**config.mk**
```make
export PLATFORM = sky130hd
export DESIGN_NAME = rab_wr_drop_responder
export DESIGN_NICKNAME = d
export VERILOG_FILES = /design/src/rtl/rab_wr_drop_responder.sv
export SDC_FILE = /design/constraint.sdc
export NUM_CORES = 1
export LEC_CHECK = 0
export CAP_MARGIN = 25
export CELL_PAD_IN_SITES_DETAIL_PLACEMENT = 0
export CELL_PAD_IN_SITES_GLOBAL_PLACEMENT = 1
export CORE_AREA = 2 2 78 80
export CTS_CLUSTER_SIZE = 24
export DETAILED_ROUTE_END_ITERATION = 8
export DIE_AREA = 0 0 80 82
export GPL_ROUTABILITY_DRIVEN = 0
export PLACE_DENSITY = 0.81
export SYNTH_ARGS = -nofsm -noshare
export SYNTH_HDL_FRONTEND = slang
export SYNTH_SLANG_ARGS = --single-unit
```
**constraint.sdc**
```tcl
create_clock -name s_axi_aclk -period 2.8 [get_ports s_axi_aclk]
set_input_delay 0.28 -clock s_axi_aclk [delete_from_list [all_inputs] [get_ports s_axi_aclk]]
set_output_delay 0.28 -clock s_axi_aclk [all_outputs]
set_load 0.02 [all_outputs]
```
**src/rtl/rab_wr_drop_responder.sv**
```systemverilog
// -----------------------------------------------------------------------------
// rab_wr_drop_responder
//
// Write-side companion to the RAB address-decision FSM. Each AW decision
// (accept or drop) is queued in AW order. The W bursts that follow are steered
// by the queue head:
//   - accepted bursts pass through to the master W port;
//   - dropped bursts are sunk locally.
// Every dropped burst produces a SLVERR-style write response. That response is
// arbitrated fairly against forwarded master B responses onto the slave B
// channel. Data and strobe buses are routed outside this block; only the
// control handshakes pass through here.
//
// Ports
//   s_axi_aclk / s_axi_aresetn   clock, asynchronous active-low reset
//   accept_i / drop_i / id_i     one-cycle decision pulse with its AW ID
//   ready_o                      room for another decision
//   s_axi_w*  / m_axi_w*         slave/master W handshake (valid, ready, last)
//   s_axi_b*  / m_axi_b*         slave/master B handshake, ID and response
// -----------------------------------------------------------------------------
module rab_wr_drop_responder #(
  parameter int unsigned ID_WIDTH = 4,
  parameter int unsigned DEPTH    = 4,
  parameter logic [1:0]  ERR_RESP = 2'b10
) (
  input  logic                s_axi_aclk,
  input  logic                s_axi_aresetn,
  // decision interface
  input  logic                accept_i,
  input  logic                drop_i,
  input  logic [ID_WIDTH-1:0] id_i,
  output logic                ready_o,
  // slave W
  input  logic                s_axi_wvalid,
  input  logic                s_axi_wlast,
  output logic                s_axi_wready,
  // master W
  output logic                m_axi_wvalid,
  input  logic                m_axi_wready,
  // slave B
  output logic                s_axi_bvalid,
  input  logic                s_axi_bready,
  output logic [ID_WIDTH-1:0] s_axi_bid,
  output logic [1:0]          s_axi_bresp,
  // master B
  input  logic                m_axi_bvalid,
  output logic                m_axi_bready,
  input  logic [ID_WIDTH-1:0] m_axi_bid,
  input  logic [1:0]          m_axi_bresp
);

  localparam int unsigned PW = $clog2(DEPTH);
  localparam int unsigned CW = $clog2(DEPTH + 1);

  typedef struct packed {
    logic                drop;
    logic [ID_WIDTH-1:0] id;
  } ord_entry_t;

  typedef enum logic [1:0] {
    GNT_NONE = 2'd0,
    GNT_FWD  = 2'd1,
    GNT_ERR  = 2'd2
  } grant_e;

  // ---------------------------------------------------------------------------
  // Order queue: {drop, id} per decided burst, in AW order
  // ---------------------------------------------------------------------------
  ord_entry_t          ord_mem [DEPTH];
  logic [PW-1:0]       ord_wr_q, ord_rd_q;
  logic [CW-1:0]       ord_cnt_q;
  ord_entry_t          ord_head;
  logic                ord_push, ord_pop;

  // ---------------------------------------------------------------------------
  // Error queue: ids of dropped bursts still waiting for their B response
  // ---------------------------------------------------------------------------
  logic [ID_WIDTH-1:0] err_mem [DEPTH];
  logic [PW-1:0]       err_wr_q, err_rd_q;
  logic [CW-1:0]       err_cnt_q;
  logic                err_push, err_pop;

  // B arbiter state
  grant_e              grant_q;
  logic                last_err_q;

  logic [CW:0]         total_cnt;

  assign ord_head = ord_mem[ord_rd_q];
  assign ord_push = accept_i | drop_i;
  assign ord_pop  = (ord_cnt_q != '0) & s_axi_wvalid & s_axi_wready & s_axi_wlast;
  // A dropped burst moves from the order queue to the error queue on its last
  // beat, so the combined occupancy is unchanged by that transfer.
  assign err_push = ord_pop & ord_head.drop;
  assign err_pop  = (grant_q == GNT_ERR) & s_axi_bready;

  // Both queues share one budget, so neither can overflow on its own.
  assign total_cnt = {1'b0, ord_cnt_q} + {1'b0, err_cnt_q};
  assign ready_o   = total_cnt < (CW + 1)'(DEPTH);

  // ---------------------------------------------------------------------------
  // Queue storage
  // ---------------------------------------------------------------------------
  // NOTE: storage arrays carry no reset; validity is tracked by the reset
  // pointers and counts, so stale contents are never observed.
  always_ff @(posedge s_axi_aclk) begin
    if (ord_push) ord_mem[ord_wr_q] <= '{drop: drop_i, id: id_i};
    if (err_push) err_mem[err_wr_q] <= ord_head.id;
  end

  // ---------------------------------------------------------------------------
  // Queue pointers and counts
  // ---------------------------------------------------------------------------
  // NOTE: all sequential state uses non-blocking assignments so every register
  // samples the pre-edge values of the others.
  always_ff @(posedge s_axi_aclk or negedge s_axi_aresetn) begin
    if (!s_axi_aresetn) begin
      ord_wr_q  <= '0;
      ord_rd_q  <= '0;
      ord_cnt_q <= '0;
      err_wr_q  <= '0;
      err_rd_q  <= '0;
      err_cnt_q <= '0;
    end else begin
      if (ord_push) ord_wr_q <= ord_wr_q + 1'b1;
      if (ord_pop)  ord_rd_q <= ord_rd_q + 1'b1;
      case ({ord_push, ord_pop})
        2'b10:   ord_cnt_q <= ord_cnt_q + 1'b1;
        2'b01:   ord_cnt_q <= ord_cnt_q - 1'b1;
        default: ord_cnt_q <= ord_cnt_q;
      endcase

      if (err_push) err_wr_q <= err_wr_q + 1'b1;
      if (err_pop)  err_rd_q <= err_rd_q + 1'b1;
      case ({err_push, err_pop})
        2'b10:   err_cnt_q <= err_cnt_q + 1'b1;
        2'b01:   err_cnt_q <= err_cnt_q - 1'b1;
        default: err_cnt_q <= err_cnt_q;
      endcase
    end
  end

  // ---------------------------------------------------------------------------
  // W steering, zero latency from the order-queue head
  // ---------------------------------------------------------------------------
  // NOTE: every combinational output gets a default first so no path can
  // leave it unassigned and infer a latch.
  always_comb begin
    s_axi_wready = 1'b0;
    m_axi_wvalid = 1'b0;
    if (ord_cnt_q != '0) begin
      if (ord_head.drop) begin
        s_axi_wready = 1'b1;
      end else begin
        m_axi_wvalid = s_axi_wvalid;
        s_axi_wready = m_axi_wready;
      end
    end
  end

  // ---------------------------------------------------------------------------
  // B arbiter
  // ---------------------------------------------------------------------------
  // A grant is taken in a NONE cycle and held until the slave handshake. The
  // presented response therefore stays stable until it is accepted. When both
  // sources are waiting, last_err_q gives the turn to the other source.
  always_ff @(posedge s_axi_aclk or negedge s_axi_aresetn) begin
    if (!s_axi_aresetn) begin
      grant_q    <= GNT_NONE;
      last_err_q <= 1'b0;
    end else begin
      case (grant_q)
        GNT_NONE: begin
          if ((err_cnt_q != '0) && (!m_axi_bvalid || !last_err_q)) begin
            grant_q <= GNT_ERR;
          end else if (m_axi_bvalid) begin
            grant_q <= GNT_FWD;
          end
        end
        GNT_FWD: begin
          if (m_axi_bvalid && s_axi_bready) begin
            grant_q    <= GNT_NONE;
            last_err_q <= 1'b0;
          end
        end
        GNT_ERR: begin
          if (s_axi_bready) begin
            grant_q    <= GNT_NONE;
            last_err_q <= 1'b1;
          end
        end
        default: grant_q <= GNT_NONE;
      endcase
    end
  end

  always_comb begin
    s_axi_bvalid = 1'b0;
    s_axi_bid    = '0;
    s_axi_bresp  = 2'b00;
    m_axi_bready = 1'b0;
    case (grant_q)
      GNT_FWD: begin
        s_axi_bvalid = m_axi_bvalid;
        s_axi_bid    = m_axi_bid;
        s_axi_bresp  = m_axi_bresp;
        m_axi_bready = s_axi_bready;
      end
      GNT_ERR: begin
        s_axi_bvalid = 1'b1;
        s_axi_bid    = err_mem[err_rd_q];
        s_axi_bresp  = ERR_RESP;
      end
      default: ;
    endcase
  end

  // ---------------------------------------------------------------------------
  // Illegal decision usage
  // ---------------------------------------------------------------------------
  a_one_hot_decision : assert property (
    @(posedge s_axi_aclk) disable iff (!s_axi_aresetn) !(accept_i && drop_i));

  a_push_when_ready : assert property (
    @(posedge s_axi_aclk) disable iff (!s_axi_aresetn) (accept_i || drop_i) |-> ready_o);

endmodule
```
==> impl_metrics.yaml, run 1 <==
drt:
  wl_per_cell_um: 13.39
  wl_mm: 3.871
  drt_first_pass_iters: 4
  ant_nets: 0
  drc_errors: 0
  num_vias: 1419
  viasPerCell: 4.910
  drt-initial-drc-count: 72
clocking:
  cts_tree: "done"
  root_buffer: "clkbuf_8"
  cts_hold_buf: 0
  cts_resized: 0
  numClockSinks: 53
  cts_buffer_depth: 2
  ctsHtreeMaxLevel: 2
  clkSlewWorstSetupHoldPaths_ns: 0.09
  clk_latency_ns: 0.30
  postCtsSetupBuffers: 0
  numCtsBuffers: 5
critical_path:
  cp_cell_sequence: "mux4_2, nor3b_1, clkdlybuf4s50_1"
  critical-path-top-delay-family: "buffers and inverters"
  cp-start-kind: "register"
  crit_buf_inv: 1
  critical_path_arrival_ns: 2.15
  r2r-start: "ord_rd_q[1]"
  cp_max_fo: 9
  worstPathRequired_ns: 2.52
  cp-end-kind: "output port"
  cp-startpoint: "ord_rd_q[1]"
  worst_path_max_delay_cell: "clkdlybuf4s50_1"
  slowest_delay_ns: 0.64
  crit_type: "register to output port"
  r2r_cells: 9
  crit_cells: 3
final_layout:
  final_layout_size_suffix_gt1_share_pct: 11.68
  mostFrequentLayoutCells: "edfxtp_1, clkdlybuf4s50_1, dfrtp_1"
  seq_area_um2: 1506
  fillCellCount: 511
  multiInputGateArea_um2: 972.2
  final_common_cell: "edfxtp_1"
  num-nets-final: 249
  antenna_cells: 0
  syn2layout_area_growth_pct: 18.84
floorplan:
  die_h_um: 82
  coreArea_um2: 5746
  rows: 28
  chipWidth_um: 80
  ioPinCount: 30
  die_area_um2: 6560
  start_util_pct: 44.73
synth:
  synth_fp_nets: 217
  synth_seq_area_share_pct: 58.62
  syn_area_per_cell_um2: 14.20
  ys.flop_type: "edfxtp_1"
  yosys_warnings: 0
  synth_edf_count: 36
  netlist_instances: 181
  synth-async-reset-ratio_pct: 32.08
  netlist_area_um2: 2570
  ys_seq_elements: 53
  synth_cell_type_count: 36
sta:
  drv_slew: 0
  period_needed_ns: 2.429
  worstMarginPinSlew_ns: 0.7790
  fin_crit_sh_pct: 86.74
  tns_ns: 0
  fin_worst_hold_slack_ns: 0.4278
  clock_skew_ns: 0.006067
  fin_ws_ns: 0.3712
  fmax_ghz: 0.4117
  rsz0062_at_grt: "no"
  hold_viol: 0
  slew_headroom_pct: 47.90
  setup_violations: 0
global_routing:
  grt_overflow: 0
  grtUsageTotal_pct: 13.33
  antenna_found_initial: 0
  grt_start_max_net_pins: 19
  grt_pass1_vias: 1412
  grt_pass1_wl_mm: 6.520
placement:
  portBuffers: 29
  dp_slack_ns: 0.4945
  hpwl_mm: 2.897
power_and_ir_drop:
  finalPower_uw: 3019
  cellLeakagePower_uw: 0.001205
  cellPowerDensity_nw_per_um2: 988.5
  ir_drop_v: 0.0003685
hold_path:
  hold_class: "input pin to async pin"
job:
  max_cap_violations: 0
status:
  status: "complete, no violations"
cells in the mapped netlist, types with 2 or more instances:
cell type,instances,area (µm²)
nand2_1,7,26.28
mux4_1,4,105.1
xnor2_1,5,43.79
xor2_1,5,43.79
mux4_2,5,112.6
nand3_1,9,45.04
nor2b_1,9,56.30
dfrtp_1,17,425.4
ha_1,15,187.7
nor2_1,7,26.28
and2_2,3,22.52
and3_1,2,12.51
and2_1,3,18.77
mux2i_1,4,40.04
edfxtp_1,36,1081
o21ai_0,4,20.02
clkbuf_1,4,15.01
a21oi_1,6,30.03
inv_1,16,60.06
o31ai_1,3,22.52
fa_1,2,40.04
routing by layer:
layer	share of wire (%)	global-route usage, %	up-vias
li1	-	-	711
met5	0	0	-
met1	44	15.80	675
met4	0.77	5.085	0
met2	50	23.08	29
met3	5.0	3.846	4
logic make-up after synthesis:
logic type / after synthesis / synth area share [%]
buffers and inverters: 22 / 3.554
adder cells (fa/ha/maj): 17 / 8.861
AND/OR/NAND/NOR: 47 / 9.932
multiplexers: 15 / 11.05
AO/OA/AOI/OAI: 17 / 4.577
XOR/XNOR: 10 / 3.408
flip-flops: 53 / 58.62
per-stage QoR:
stage / util [%] / area [µm²] / cells
detailed placement: 51.13 / 2938 / 281
global placement: 51.13 / 2938 / 281
floorplan: - / 2570 / 181
finish: 53.16 / 3054 / 289
CTS: 53.16 / 3054 / 289
global route: 53.16 / 3054 / 289
state kept, by name (all words and copies together) (netlist names):
register    flops
ord_rd_q        2
err_cnt_q       3
err_rd_q        2
grant_q         2
ord_wr_q        2
ord_mem        20
err_mem        16
last_err_q      1
ord_cnt_q       3
err_wr_q        2
worst paths after layout:
path / slack (ns) / end
worst max-delay path: 0.37 / m_axi_wvalid
min in group s_axi_aclk: 0.52 / err_cnt_q[2]
worst max register to register: 0.48 / err_cnt_q[2]
max in group asynchronous: 1.89 / grant_q[1]
worst min register to register: 0.52 / err_cnt_q[2]
worst min-delay path: 0.43 / ord_wr_q[0]
area by class of cell:
cell class,count,area share [%]
clock buffer,5,2.253
multi-input combinational,106,31.83
timing repair buffer,31,9.996
sequential,53,49.32
inverter,16,1.966
clock inverter,3,1.557
tap,75,3.073
power by group:
group          switching, µW  internal (µW)  total, µW
Combinational            581            595       1180
Sequential               190           1130       1320
Clock                    250            273        522
Total                   1020           2000       3020
Power figures use the tool's default switching activity.
==> run 2: changes to the inputs <==
--- a/config.mk
+++ b/config.mk
@@ -5,7 +5,7 @@
 export SDC_FILE = /design/constraint.sdc
 export NUM_CORES = 1
 export LEC_CHECK = 0
-export CAP_MARGIN = 25
+export CAP_MARGIN = 20
 export CELL_PAD_IN_SITES_DETAIL_PLACEMENT = 0
 export CELL_PAD_IN_SITES_GLOBAL_PLACEMENT = 1
 export CORE_AREA = 2 2 78 80
==> results of run 2 <==
Final layout, timing and power as in run 1 (identical DEF).
